===== src/rtl/text_console_ctrl.sv =====
// ---------------------------------------------------------------------------
// text_console_ctrl
//
// Write-side sequencer for the text-console dual-port video RAM. Accepts a
// byte stream (valid/ready), interprets printable and control codes, and
// drives the RAM write port. Tracks the cursor, wraps lines, clears the
// screen, handles backspace, and scrolls in hardware: instead of moving RAM
// contents, the physical row shown as screen row 0 (top_row) advances and
// only the newly exposed bottom row is blanked.
//
// Ports
//   clk         clock for the whole block
//   resetn      asynchronous reset, active low
//   char_in     character or control code
//   char_valid  char_in is valid
//   char_ready  block can accept (transfer on valid && ready)
//   wr_data     RAM write data
//   wr_en       RAM write enable (at most one write per cycle)
//   wr_addr     RAM write address = phys_row*COLS + col
//   top_row     physical RAM row displayed as screen row 0
//   cursor_col  logical cursor column
//   cursor_row  logical cursor row (0 = top of screen)
//   busy        high while clearing or scrolling
//
// Every output is a register. A write caused by an accepted byte shows up
// on wr_* in the cycle after the accept and lasts one cycle.
// ---------------------------------------------------------------------------
module text_console_ctrl #(
  parameter int                    COLS           = 40,
  parameter int                    ROWS           = 30,
  parameter int                    ADDR_WIDTH     = $clog2(ROWS*COLS),
  parameter int                    DATA_WIDTH     = 8,
  parameter logic [DATA_WIDTH-1:0] SPACE_CHAR     = DATA_WIDTH'(8'h20),
  parameter bit                    CLEAR_ON_RESET = 1'b1
) (
  input  logic                      clk,
  input  logic                      resetn,
  input  logic [DATA_WIDTH-1:0]     char_in,
  input  logic                      char_valid,
  output logic                      char_ready,
  output logic [DATA_WIDTH-1:0]     wr_data,
  output logic                      wr_en,
  output logic [ADDR_WIDTH-1:0]     wr_addr,
  output logic [$clog2(ROWS)-1:0]   top_row,
  output logic [$clog2(COLS)-1:0]   cursor_col,
  output logic [$clog2(ROWS)-1:0]   cursor_row,
  output logic                      busy
);

  localparam int COL_W = $clog2(COLS);
  localparam int ROW_W = $clog2(ROWS);
  localparam int TOTAL = ROWS * COLS;
  // One extra count beyond the last address marks "sequence finished".
  localparam int CNT_W = $clog2(TOTAL + 1);

  localparam logic [COL_W-1:0]      LAST_COL  = COL_W'(COLS - 1);
  localparam logic [ROW_W-1:0]      LAST_ROW  = ROW_W'(ROWS - 1);
  localparam logic [ROW_W:0]        ROWS_W    = (ROW_W + 1)'(ROWS);
  localparam logic [ADDR_WIDTH-1:0] COLS_A    = ADDR_WIDTH'(COLS);
  localparam logic [CNT_W-1:0]      CNT_TOTAL = CNT_W'(TOTAL);
  localparam logic [CNT_W-1:0]      CNT_COLS  = CNT_W'(COLS);

  localparam logic [DATA_WIDTH-1:0] C_BS    = DATA_WIDTH'(8'h08);
  localparam logic [DATA_WIDTH-1:0] C_LF    = DATA_WIDTH'(8'h0A);
  localparam logic [DATA_WIDTH-1:0] C_FF    = DATA_WIDTH'(8'h0C);
  localparam logic [DATA_WIDTH-1:0] C_CR    = DATA_WIDTH'(8'h0D);
  localparam logic [DATA_WIDTH-1:0] C_FIRST = DATA_WIDTH'(8'h20);
  localparam logic [DATA_WIDTH-1:0] C_LAST  = DATA_WIDTH'(8'h7E);

  typedef enum logic [1:0] {
    S_IDLE,
    S_CLEAR,
    S_SCROLL
  } state_t;

  localparam state_t RESET_STATE = CLEAR_ON_RESET ? S_CLEAR : S_IDLE;

  state_t                  state, nxt_state;
  logic [CNT_W-1:0]        cnt, nxt_cnt;
  logic [ADDR_WIDTH-1:0]   scroll_base, nxt_scroll_base;
  logic [COL_W-1:0]        nxt_col;
  logic [ROW_W-1:0]        nxt_row, nxt_top;
  logic                    nxt_wr_en;
  logic [DATA_WIDTH-1:0]   nxt_wr_data;
  logic [ADDR_WIDTH-1:0]   nxt_wr_addr;
  logic                    newline;

  // Physical row under the cursor: (top_row + cursor_row) mod ROWS. Both
  // operands are below ROWS, so one conditional subtract is enough.
  logic [ROW_W:0]          row_sum;
  logic [ROW_W-1:0]        phys_row;
  logic [ADDR_WIDTH-1:0]   cur_addr;
  logic [ADDR_WIDTH-1:0]   top_base;

  assign row_sum  = {1'b0, top_row} + {1'b0, cursor_row};
  assign phys_row = (row_sum >= ROWS_W) ? ROW_W'(row_sum - ROWS_W) : row_sum[ROW_W-1:0];
  assign cur_addr = ADDR_WIDTH'(phys_row) * COLS_A + ADDR_WIDTH'(cursor_col);
  // The current top row becomes the new bottom row when the screen scrolls.
  assign top_base = ADDR_WIDTH'(top_row) * COLS_A;

  // NOTE: every signal written here gets a default first, so no path through
  // the block leaves a value unassigned and no latch is inferred.
  always_comb begin
    nxt_state       = state;
    nxt_cnt         = cnt;
    nxt_scroll_base = scroll_base;
    nxt_col         = cursor_col;
    nxt_row         = cursor_row;
    nxt_top         = top_row;
    nxt_wr_en       = 1'b0;
    nxt_wr_data     = wr_data;
    nxt_wr_addr     = wr_addr;
    newline         = 1'b0;

    case (state)
      S_IDLE: begin
        if (char_valid && char_ready) begin
          if (char_in >= C_FIRST && char_in <= C_LAST) begin
            nxt_wr_en   = 1'b1;
            nxt_wr_data = char_in;
            nxt_wr_addr = cur_addr;
            if (cursor_col == LAST_COL) begin
              nxt_col = '0;
              newline = 1'b1;
            end else begin
              nxt_col = cursor_col + 1'b1;
            end
          end else begin
            case (char_in)
              C_LF: newline = 1'b1;
              C_CR: nxt_col = '0;
              C_BS: begin
                // The erased cell is on the cursor's row, one address lower.
                if (cursor_col != '0) begin
                  nxt_col     = cursor_col - 1'b1;
                  nxt_wr_en   = 1'b1;
                  nxt_wr_data = SPACE_CHAR;
                  nxt_wr_addr = cur_addr - 1'b1;
                end
              end
              C_FF: begin
                // First blank is written in the accept cycle so the last one
                // lands while ready is still low.
                nxt_state   = S_CLEAR;
                nxt_col     = '0;
                nxt_row     = '0;
                nxt_top     = '0;
                nxt_wr_en   = 1'b1;
                nxt_wr_data = SPACE_CHAR;
                nxt_wr_addr = '0;
                nxt_cnt     = CNT_W'(1);
              end
              default: ; // other codes are consumed without effect
            endcase
          end
        end
      end

      S_CLEAR: begin
        if (cnt == CNT_TOTAL) begin
          nxt_state = S_IDLE;
          nxt_cnt   = '0;
        end else begin
          nxt_wr_en   = 1'b1;
          nxt_wr_data = SPACE_CHAR;
          nxt_wr_addr = ADDR_WIDTH'(cnt);
          nxt_cnt     = cnt + 1'b1;
        end
      end

      S_SCROLL: begin
        if (cnt == CNT_COLS) begin
          nxt_state = S_IDLE;
          nxt_cnt   = '0;
        end else begin
          nxt_wr_en   = 1'b1;
          nxt_wr_data = SPACE_CHAR;
          nxt_wr_addr = scroll_base + ADDR_WIDTH'(cnt);
          nxt_cnt     = cnt + 1'b1;
        end
      end

      default: nxt_state = S_IDLE;
    endcase

    if (newline) begin
      if (cursor_row != LAST_ROW) begin
        nxt_row = cursor_row + 1'b1;
      end else begin
        nxt_top         = (top_row == LAST_ROW) ? '0 : top_row + 1'b1;
        nxt_scroll_base = top_base;
        nxt_state       = S_SCROLL;
        if (nxt_wr_en) begin
          // The wrapping character owns this cycle's write; blanking starts
          // with the first cell next cycle.
          nxt_cnt = '0;
        end else begin
          nxt_wr_en   = 1'b1;
          nxt_wr_data = SPACE_CHAR;
          nxt_wr_addr = top_base;
          nxt_cnt     = CNT_W'(1);
        end
      end
    end
  end

  // NOTE: sequential state uses non-blocking assignments so every register
  // samples the pre-edge values, independent of statement order.
  always_ff @(posedge clk or negedge resetn) begin
    if (!resetn) begin
      state       <= RESET_STATE;
      cnt         <= '0;
      scroll_base <= '0;
      cursor_col  <= '0;
      cursor_row  <= '0;
      top_row     <= '0;
      wr_en       <= 1'b0;
      wr_data     <= '0;
      wr_addr     <= '0;
      char_ready  <= 1'b0;
      busy        <= 1'b0;
    end else begin
      state       <= nxt_state;
      cnt         <= nxt_cnt;
      scroll_base <= nxt_scroll_base;
      cursor_col  <= nxt_col;
      cursor_row  <= nxt_row;
      top_row     <= nxt_top;
      wr_en       <= nxt_wr_en;
      wr_data     <= nxt_wr_data;
      wr_addr     <= nxt_wr_addr;
      // Registered from the next state so they track the state register.
      char_ready  <= (nxt_state == S_IDLE);
      busy        <= (nxt_state != S_IDLE);
    end
  end

endmodule


===== config.mk =====
export PLATFORM = sky130hd
export DESIGN_NAME = text_console_ctrl
export DESIGN_NICKNAME = d
export VERILOG_FILES = /design/src/rtl/text_console_ctrl.sv
export SDC_FILE = /design/constraint.sdc
export NUM_CORES = 1
export LEC_CHECK = 0
export BUFFER_PORTS_ARGS = -buffer_cell sky130_fd_sc_hd__buf_2
export CORE_MARGIN = 4
export CORE_UTILIZATION = 30
export CTS_CLUSTER_DIAMETER = 40
export DETAILED_ROUTE_END_ITERATION = 16
export SYNTH_ARGS = -nofsm -noshare
export SYNTH_HDL_FRONTEND = slang
export SYNTH_SLANG_ARGS = --single-unit

===== constraint.sdc =====
create_clock -name clk -period 6.2 [get_ports clk]
set_input_delay 0.62 -clock clk [delete_from_list [all_inputs] [get_ports clk]]
set_output_delay 0.62 -clock clk [all_outputs]
set_load 0.01 [all_outputs]

==> results.md, run 1 <==
- Status: complete, no violations
- Root Buffer: clkbuf_16
- # clock sinks: 59
- Clock skew: 0.00654 ns
- Worst Hold Class: in -> async
- I/O Buffers: 48
- Post-synth EDFFs: 0
- Worst stage delay on the critical path: 0.60 ns
- Syn. warnings: 0
- Initial antenna violation count: 0
- Pre-Repair DR Iteration Count: 5
- Worst Path Class, Setup: reg -> reg
- Total chip power: 1.57 mW
- Hold-fix buffers, CTS: 0
- Post-Syn Nets: 594
- R2r endpoint: wr_addr[10]$_DFF_PN0_
- Crit start category: flip-flop
- Post-synthesis cell count: 541
- Layout area overhead: 15.7%
- DP HPWL: 9920 µm
- Max H-tree Level: 3
- Power density over the cells: 296 nW/µm²
- Fillers: 1,528
- Arrival @ worst endpoint: 5.81 ns
- CTS tree: yes
- Period utilisation layout: 0.905
- Max clock buf depth: 2
- Crit path max-delay family: adder cells
- Initial Util: 0.311
- Min setup slack post-route: 0.591 ns
- DRC viols: 0
- CP required: 6.40 ns
- R2r setup slk: 0.59 ns
- DIE AREA: between 15,000 and 20,000 µm²
- Vias per cell: 5.50
- Largest net degree at the start of global routing: 60
- VDD IR max: 0.000133 V
- Crit path capture: wr_addr[10]$_DFF_PN0_
- Critical Path Stages: 20
- Commonest non-fill, non-tap cell in the layout: nand2_1
- Pleak: 2.51 nW
- Post_cts resized: 0
- R2r worst-path depth: 20
- Synth unique cells: 72
- Max Freq: approximately 180 MHz
- First-pass GRT wire length: 21,700 µm
- Share of layout cells above drive strength 1: 0.145
- Post-CTS Setup Bufs: 0
- Unrepaired setup endpoints after global routing: false
- Setup TNS Final: 0 ns
- Fin crit period: between 5 and 6 ns
- CP endpoint kind: flip-flop
- Vias: 4,265
- FP Rows: 44
- I/O pin total: 49
- Gr usage total: 0.152
- Crit. Startpoint: top_row[0]$_DFF_PN0_
- Yosys reg bits: between 50 and 60
- Die X: 132 µm
- Ys async rst share: 1.00
- Clock slew at the register clock pins of the worst setup and hold paths: 0.05 ns
- CP max-delay cell: fa_1
- Post-synthesis sequential area ratio: 0.322
- Mapped Avg Cell Area: between 8 and 9 µm²
- Critical path buffers and inverters: 0
- DRT iter0 DRCs: 322
- Clock latency at the later pin of the worst-skew pair: roughly 0.33 ns
- Number of global-route vias before repair: 4,241
- Pre-CTS setup slack: roughly 0.64 ns
- Height of the die: about 130 µm
- Fin. Hold Viols: 0
- Post-synth top flop: dfrtp_1
- Worst-path maximum fanout: 10
- Final antenna-violating net count: 0
- Worst slew pin tran: 0.972 ns
- Pins Over Slew Limit: 0
- Final net count: 640
- N_diodes: 0
- Critical R2R Launch: top_row[0]$_DFF_PN0_
- Cell mode on critical path: ha_1
- Total wire length: 13,000 µm
- Max cap viols: 0
- Clock buffer count from CTS: 9
- Mapped cell area: 4590 µm²
- GRT Residual Overflow: 0
- Core Area: 14,800 µm²
- Most frequent cells in the layout: nand2_1 (67), nor2_1 (58), dfrtp_1 (58)
- Drt wl/cell: about 17 µm
- Slew headroom: 0.350
- Cells along the critical path: ha_1 -> fa_1 -> xor2_1 -> nand2_1 -> nor3_4 -> a211o_1 -> a221oi_1 -> nand2b_1 -> xnor2_1 -> ha_1 -> ha_1 -> fa_1 -> nand2_1 -> a21oi_1 -> xor2_1 -> or4_1 -> o21ai_0 -> o31ai_1 -> a31oi_1 -> o211ai_1
- GPL Wtd Cong: 0.864
- # setup viols final: 0
synth_stat cells, drive strengths merged (8+ instances only):
master,instances,area [µm²]
a21oi,45,225
a22oi,10,75.1
a31oi,12,75.1
and3,8,50.1
buf,10,60.1
clkbuf,10,37.5
dfrtp,58,1450
ha,37,463
inv,18,67.6
nand2,67,251
nand3,13,65.1
nand3b,8,60.1
nor2,59,224
nor3,15,97.6
o21ai,40,204
xnor2,17,149
xor2,11,96.3
worst min-delay path by stage:
stage | startpoint | to | slack (ns) | cells after the start
floorplan | resetn | busy$_DFF_PN0_ | 0.32 | 0
global placement | scroll_base[8]$_DFFE_PN0P_ | scroll_base[8]$_DFFE_PN0P_ | 0.48 | 2
detailed placement | scroll_base[8]$_DFFE_PN0P_ | scroll_base[8]$_DFFE_PN0P_ | 0.48 | 2
CTS | resetn | cursor_col[4]$_DFFE_PN0P_ | 0.49 | 2
global route | scroll_base[8]$_DFFE_PN0P_ | scroll_base[8]$_DFFE_PN0P_ | 0.51 | 2
finish | resetn | cursor_row[4]$_DFF_PN0_ | 0.44 | 2
routing by layer:
layer  vias to the layer above  global-route usage  part of all wire
met5                         -                   0                 0
li1                       2068                   -                 -
met1                      2084               0.185              0.45
met4                         0              0.0426             0.015
met2                        94               0.271              0.50
met3                        19              0.0298             0.035
layout make-up:
type | count | area, µm² | area share
well taps | 184 | 230 | 0.0433
inverters | 18 | 67.6 | 0.0127
clock buffers | 11 | 243 | 0.0457
repair buffers | 55 | 293 | 0.0551
multi-input cells | 444 | 2950 | 0.555
flip-flops and latches | 59 | 1480 | 0.278
clock inverters | 5 | 52.6 | 0.00989
registers in the layout, summed over array words and instances (netlist names):
signal	cells
busy	1
char_ready	1
cnt	11
cursor_col	6
cursor_row	5
scroll_base	8
state	2
top_row	5
wr_addr	11
wr_data	8
wr_en	1
stage by stage:
step	hold WS, ns	util	instances	cell area (µm²)
finish	0.435	0.360	776	5310
global route	0.508	0.360	776	5310
CTS	0.488	0.360	776	5310
detailed placement	0.480	0.340	760	5020
global placement	0.481	0.340	760	5020
floorplan	0.324	-	541	4590
power breakdown:
group	internal [mW]	total [mW]	switching (mW)
Clock	0.319	0.496	0.176
Sequential	0.461	0.587	0.125
Combinational	0.213	0.491	0.278
cell families after synthesis:
kind of cell | synth area share
buffers and inverters | 0.0360
adder cells (fa/ha/maj) | 0.123
flip-flops | 0.322
AO/OA/AOI/OAI | 0.223
AND/OR/NAND/NOR | 0.231
XOR/XNOR | 0.0534
multiplexers | 0.0125
Note: power is estimated with default switching activity, not from simulation.
==> inputs of run 2 (changes only) <==
Settings changed: CORE_MARGIN 4 to 2.
==> run 2 against run 1 <==
Effect of this change:
- sequential share of layout area decreased by 0.12 points
- global-route usage increased by 1.3 points
- critical path type unchanged
- via count decreased by 0.21%
==> results.md, run 2 (synthesis results as in run 1) <==
- R2r endpoint: wr_addr[10]$_DFF_PN0_ (unchanged)
- Final antenna-violating net count: 0 (unchanged)
- R2r setup slk: 0.65 ns (was 0.59 ns)
- Die X: 128 µm (was 132 µm)
- Pleak: 2.51 nW (about the same)
- DRT iter0 DRCs: 386 (was 322)
- DIE AREA: 16,300 µm² (was 17,300 µm²)
- Worst Hold Class: in -> async (unchanged)
- Met1 Wirelength: 5790 µm (was 5840 µm)
- Slew headroom: 0.278 (was 0.350)
- Unrepaired setup endpoints after global routing: false (unchanged)
- Fin. Hold Viols: 0 (unchanged)
- Status: complete, no violations (unchanged)
- Pre-Repair DR Iteration Count: 5 (unchanged)
- Register area: 1480 µm² (unchanged)
- Cells along the critical path: ha_1 -> fa_1 -> xor2_1 -> nand2_1 -> nor3_4 -> a211o_1 -> a221oi_1 -> nand2b_1 -> xnor2_1 -> ha_1 -> ha_1 -> fa_1 -> nand2_1 -> a21oi_1 -> xor2_1 -> or4_1 -> o21ai_0 -> o31ai_1 -> a31oi_1 -> o211ai_1 (unchanged)
- First-pass GRT wire length: 21,600 µm (was 21,700 µm)
- Gr usage total: 0.165 (was 0.152)
- I/O pin total: 49 (unchanged)
- Hold-fix buffers, CTS: 0 (unchanged)
- DP HPWL: 9720 µm (was 9920 µm)
- Worst stage delay on the critical path: 0.59 ns (was 0.60 ns)
- Top sig layer: met4 (unchanged)
- Final hold slack: 0.448 ns (was 0.435 ns)
- Max H-tree Level: 3 (unchanged)
- Initial Util: 0.304 (was 0.311)
- Root Buffer: clkbuf_16 (unchanged)
- Gate power share: 0.303 (was 0.312)
- I/O Buffers: 48 (unchanged)
- Cell mode on critical path: ha_1 (unchanged)
- Final net count: 639 (was 640)
- FP Rows: 45 (was 44)
- Core Area: 15,100 µm² (was 14,800 µm²)
- Clock latency at the later pin of the worst-skew pair: 0.34 ns (was 0.33 ns)
- Crit start category: flip-flop (unchanged)
- Commonest non-fill, non-tap cell in the layout: nand2_1 (unchanged)
- Fillers: 1,536 (was 1,528)
- CP endpoint kind: flip-flop (unchanged)
- Post_cts resized: 0 (unchanged)
- Switching Fraction: 0.364 (was 0.368)
- Pins Over Slew Limit: 0 (unchanged)
- CP required: 6.40 ns (about the same)
- Worst slew pin tran: 1.08 ns (was 0.972 ns)
- Number of global-route vias before repair: 4,189 (was 4,241)
- CP max-delay cell: fa_1 (unchanged)
- Multi-input logic area: 2950 µm² (unchanged)
- Reg power frac: 0.362 (was 0.373)
- Int Power: 1.04 mW (was 0.994 mW)
- Layout area overhead: 16.2% (was 15.7%)
- Clock power share: 0.336 (was 0.315)
- Initial antenna violation count: 0 (unchanged)
- Setup TNS Final: 0 ns (unchanged)
- Met2 Wirelength: 6480 µm (was 6540 µm)
- Clock slew at the register clock pins of the worst setup and hold paths: 0.06 ns (was 0.05 ns)
- GPL Wtd Cong: 0.863 (was 0.864)
- VDD IR max: 0.000199 V (was 0.000133 V)
- Drt wl/cell: 16.8 µm (about the same)
- Power density over the cells: 305 nW/µm² (was 296 nW/µm²)
- Most frequent cells in the layout: nand2_1 (67), nor2_1 (58), dfrtp_1 (58) (unchanged)
- Share of layout cells above drive strength 1: 0.144 (was 0.145)
- CTS tree: yes (unchanged)
- Post-CTS Setup Bufs: 0 (unchanged)
- Height of the die: 128 µm (was 132 µm)
- Total length of routed met3 wires: 602 µm (was 459 µm)
- Worst Path Class, Setup: reg -> reg (unchanged)
- Critical R2R Launch: top_row[0]$_DFF_PN0_ (unchanged)
- # clock sinks: 59 (unchanged)
- Vias: 4,256 (was 4,265)
- Clock buffer count from CTS: 9 (unchanged)
- Worst-path maximum fanout: 10 (unchanged)
- Max clock buf depth: 2 (unchanged)
- Arrival @ worst endpoint: 5.75 ns (was 5.81 ns)
- Max cap viols: 0 (unchanged)
- Fin crit period: 5.55 ns (was 5.61 ns)
- Largest registers: cnt (11), wr_addr (11) (unchanged)
- N_diodes: 0 (unchanged)
- Clock skew: 0.00942 ns (was 0.00654 ns)
- Period utilisation layout: 0.895 (was 0.905)
- Total wire length: 13,100 µm (was 13,000 µm)
- Vias per cell: 5.46 (was 5.50)
- Largest net degree at the start of global routing: 60 (unchanged)
- # setup viols final: 0 (unchanged)
- DRC viols: 0 (unchanged)
- GRT Residual Overflow: 0 (unchanged)
- Net Switching: 0.593 mW (was 0.580 mW)
- R2r worst-path depth: 20 (unchanged)
- Max Freq: 180 MHz (was 178 MHz)
## run 2: changes by cell type in the layout (fill, tap and decap cells not counted)
cell       delta
buf_4         -1
clkinv_2      -1
bufinv_16     +1
## run 2: per-stage QoR
stage	util	power (mW)	setup slack, ns	std cells	instance area (µm²)
6_report	0.353	1.63	0.648	779	5330
5_1_grt	0.353	1.73	0.272	779	5330
2_1_floorplan	-	0.905	1.13	541	4590
4_1_cts	0.353	1.64	0.652	779	5330
3_5_place_dp	0.332	1.08	0.649	763	5010
3_3_place_gp	0.332	1.07	0.898	763	5010
## run 2: how the worst max path moves through the flow
stage	from	endpoint	slack [ns]	cells past startpoint
after global placement	top_row[0]$_DFF_PN0_	wr_addr[10]$_DFF_PN0_	0.90	20
after detailed placement	top_row[0]$_DFF_PN0_	wr_addr[10]$_DFF_PN0_	0.65	20
final	top_row[0]$_DFF_PN0_	wr_addr[10]$_DFF_PN0_	0.65	20
after CTS	top_row[0]$_DFF_PN0_	wr_addr[10]$_DFF_PN0_	0.65	20
after global routing	top_row[0]$_DFF_PN0_	wr_addr[10]$_DFF_PN0_	0.27	20
after floorplan	top_row[0]$_DFF_PN0_	wr_addr[10]$_DFF_PN0_	1.13	20
## run 2: power groups by stage
stage | clock [mW] | combinational, mW | sequential (mW)
finish | 0.546 | 0.493 | 0.589
detailed placement | 0 | 0.489 | 0.593
CTS | 0.556 | 0.493 | 0.587
global route | 0.574 | 0.551 | 0.603
floorplan | 0 | 0.342 | 0.563
global placement | 0 | 0.482 | 0.587
## run 2: critical path, delay by kind of cell (launching register included)
kind	cells	cell delay [ns]
flops	1	0.51
xor+xnor	3	0.53
compound gates	7	1.62
fa+ha+maj	5	1.79
simple gates	5	0.99
## run 2: final cells by class
type / instances / share of cell area
multi-input cells: 444 / 0.553
flip-flops and latches: 59 / 0.277
repair buffers: 54 / 0.0535
clock buffers: 11 / 0.0455
well taps: 188 / 0.0441
clock inverters: 5 / 0.0145
inverters: 18 / 0.0127
## run 2: layer usage
metal | vias to the layer above | track usage
met4 | 0 | 0.0582
li1 | 2072 | -
met2 | 110 | 0.287
met1 | 2058 | 0.204
met3 | 16 | 0.0321
met5 | - | 0
==> inputs of run 3 (changes only) <==
Settings changed: MAX_ROUTING_LAYER set to met4.
==> run 3 against run 2 <==
Effect of this change:
- non-clock buffer count unchanged
- global-route usage up 0.49 points
- power about the same
- final area unchanged
- utilization unchanged
- clock-buffer cell count unchanged
- critical path depth down 1
- largest power group unchanged
- via count up 1.0%
==> results.md, run 3 (synthesis results as in run 1) <==
- Max Freq: 180 MHz (about the same)
- # clock sinks: 59 (unchanged)
- Worst Hold Class: in -> async (unchanged)
- Max H-tree Level: 3 (unchanged)
- Hold-fix buffers, CTS: 0 (unchanged)
- Core Area: 15,100 µm² (unchanged)
- I/O Buffers: 48 (unchanged)
- Vias: 4,300 (was 4,256)
- GPL Wtd Cong: 0.877 (was 0.863)
- Fin. Hold Viols: 0 (unchanged)
- Root Buffer: clkbuf_16 (unchanged)
- Power density over the cells: 305 nW/µm² (about the same)
- Total wire length: 13,200 µm (was 13,100 µm)
- Height of the die: 128 µm (unchanged)
- Multi-input logic area: 2950 µm² (unchanged)
- FP Rows: 45 (unchanged)
- Initial antenna violation count: 0 (unchanged)
- Largest registers: cnt (11), wr_addr (11) (unchanged)
- Cell mode on critical path: ha_1 (unchanged)
- Worst stage delay on the critical path: 0.52 ns (was 0.59 ns)
- Most frequent cells in the layout: nand2_1 (67), nor2_1 (58), dfrtp_1 (58) (unchanged)
- CP max-delay cell: nor4_1 (was fa_1)
- CP required: 6.44 ns (was 6.40 ns)
- Clock slew at the register clock pins of the worst setup and hold paths: 0.06 ns (about the same)
- Commonest non-fill, non-tap cell in the layout: nand2_1 (unchanged)
- Final antenna-violating net count: 0 (unchanged)
- Min setup slack post-route: 0.656 ns (was 0.648 ns)
- Fin crit period: 5.54 ns (was 5.55 ns)
- Period utilisation layout: 0.894 (was 0.895)
- I/O pin total: 49 (unchanged)
- Total chip power: 1.63 mW (about the same)
- Clock buffer count from CTS: 9 (unchanged)
- Max clock buf depth: 2 (unchanged)
- DRT iter0 DRCs: 407 (was 386)
- Fillers: 1,536 (unchanged)
- Clock skew: 0.00825 ns (was 0.00942 ns)
- Worst-path maximum fanout: 10 (unchanged)
- CTS tree: yes (unchanged)
- N_diodes: 0 (unchanged)
- Arrival @ worst endpoint: 5.78 ns (was 5.75 ns)
- Crit start category: flip-flop (unchanged)
- First-pass GRT wire length: 21,600 µm (about the same)
- Cells along the critical path: ha_1 -> fa_1 -> xor2_1 -> nand2_1 -> nor3_4 -> a211o_1 -> a221oi_1 -> nand2b_1 -> xnor2_1 -> ha_1 -> ha_1 -> fa_1 -> xor2_1 -> xnor2_1 -> a31oi_1 -> nor4_1 -> a22o_1 -> o221ai_1 -> a211oi_2 (was ha_1 -> fa_1 -> xor2_1 -> nand2_1 -> nor3_4 -> a211o_1 -> a221oi_1 -> nand2b_1 -> xnor2_1 -> ha_1 -> ha_1 -> fa_1 -> nand2_1 -> a21oi_1 -> xor2_1 -> or4_1 -> o21ai_0 -> o31ai_1 -> a31oi_1 -> o211ai_1)
- Largest net degree at the start of global routing: 60 (unchanged)
- Final net count: 639 (unchanged)
- # setup viols final: 0 (unchanged)
- DIE AREA: 16,300 µm² (unchanged)
- Vias per cell: 5.52 (was 5.46)
- Post_cts resized: 0 (unchanged)
- DP HPWL: 9720 µm (unchanged)
- Pre-Repair DR Iteration Count: 5 (unchanged)
- Pre-CTS setup slack: 0.649 ns (unchanged)
- Max cap viols: 0 (unchanged)
- Initial Util: 0.304 (unchanged)
- CP endpoint kind: flip-flop (unchanged)
- Pleak: 2.51 nW (unchanged)
- DRC viols: 0 (unchanged)
- Worst Path Class, Setup: reg -> reg (unchanged)
- Layout area overhead: 16.2% (unchanged)
- Worst slew pin tran: 1.10 ns (was 1.08 ns)
- Pins Over Slew Limit: 0 (unchanged)
- VDD IR max: 0.000200 V (was 0.000199 V)
- R2r worst-path depth: 19 (was 20)
- Status: complete, no violations (unchanged)
- Clock latency at the later pin of the worst-skew pair: 0.34 ns (about the same)
- Unrepaired setup endpoints after global routing: false (unchanged)
- Setup TNS Final: 0 ns (unchanged)
- Number of global-route vias before repair: 4,181 (was 4,189)
- Slew headroom: 0.266 (was 0.278)
- Die X: 128 µm (unchanged)
- Register area: 1480 µm² (unchanged)
- Post-CTS Setup Bufs: 0 (unchanged)
- Gr usage total: 0.170 (was 0.165)
- Share of layout cells above drive strength 1: 0.144 (unchanged)
- GRT Residual Overflow: 0 (unchanged)
- Drt wl/cell: 16.9 µm (was 16.8 µm)
run 3: cell counts in the layout (fill, tap and decap cells not counted):
Identical to the previous run, type by type.
run 3: per-stage QoR:
stage | instances | cell area [µm²] | util | hold slack (ns)
global route | 779 | 5330 | 0.353 | 0.518
floorplan | 541 | 4590 | - | 0.324
CTS | 779 | 5330 | 0.353 | 0.474
global placement | 763 | 5010 | 0.332 | 0.484
finish | 779 | 5330 | 0.353 | 0.451
detailed placement | 763 | 5010 | 0.332 | 0.477
run 3: cell type report:
class,instances,share of cell area
Clock buffer,11,0.0455
Timing Repair Buffer,54,0.0535
Inverter,18,0.0127
Clock inverter,5,0.0145
Tap cell,188,0.0441
Multi-Input combinational cell,444,0.553
Sequential cell,59,0.277
run 3: power by group:
group          switching (mW)  internal, mW
logic                   0.280         0.213
clock network           0.185         0.361
registers               0.127         0.461
total                   0.592          1.04
run 3: routing by layer:
layer,vias up,wire length [µm],GRT usage
li1,2080,-,-
met1,2084,5770,0.205
met2,119,6570,0.289
met3,17,617,0.0309
met4,0,213,0.0530
met5,-,0,-
run 3: path summary, 6_finish.rpt:
path                                                  from                          to  slack [ns]
worst max-delay path                  top_row[0]$_DFF_PN0_        wr_addr[9]$_DFF_PN0_        0.66
worst min-delay path                                resetn        wr_data[4]$_DFF_PN0_        0.45
worst max register to register        top_row[0]$_DFF_PN0_        wr_addr[9]$_DFF_PN0_        0.66
worst min register to register  scroll_base[9]$_DFFE_PN0P_  scroll_base[9]$_DFFE_PN0P_        0.49
max in group asynchronous                           resetn  scroll_base[8]$_DFFE_PN0P_        5.23
min in group clk                scroll_base[9]$_DFFE_PN0P_  scroll_base[9]$_DFFE_PN0P_        0.49
run 3: worst max-delay path, delay by kind of cell (launching register included):
kind                       cells  cell delay (ns)
AOI/OAI and AO/OA              6             1.50
and+or+nand+nor                4             0.89
DFF                            1             0.50
xor gates and xnor gates       4             0.94
adders and majority gates      5             1.61
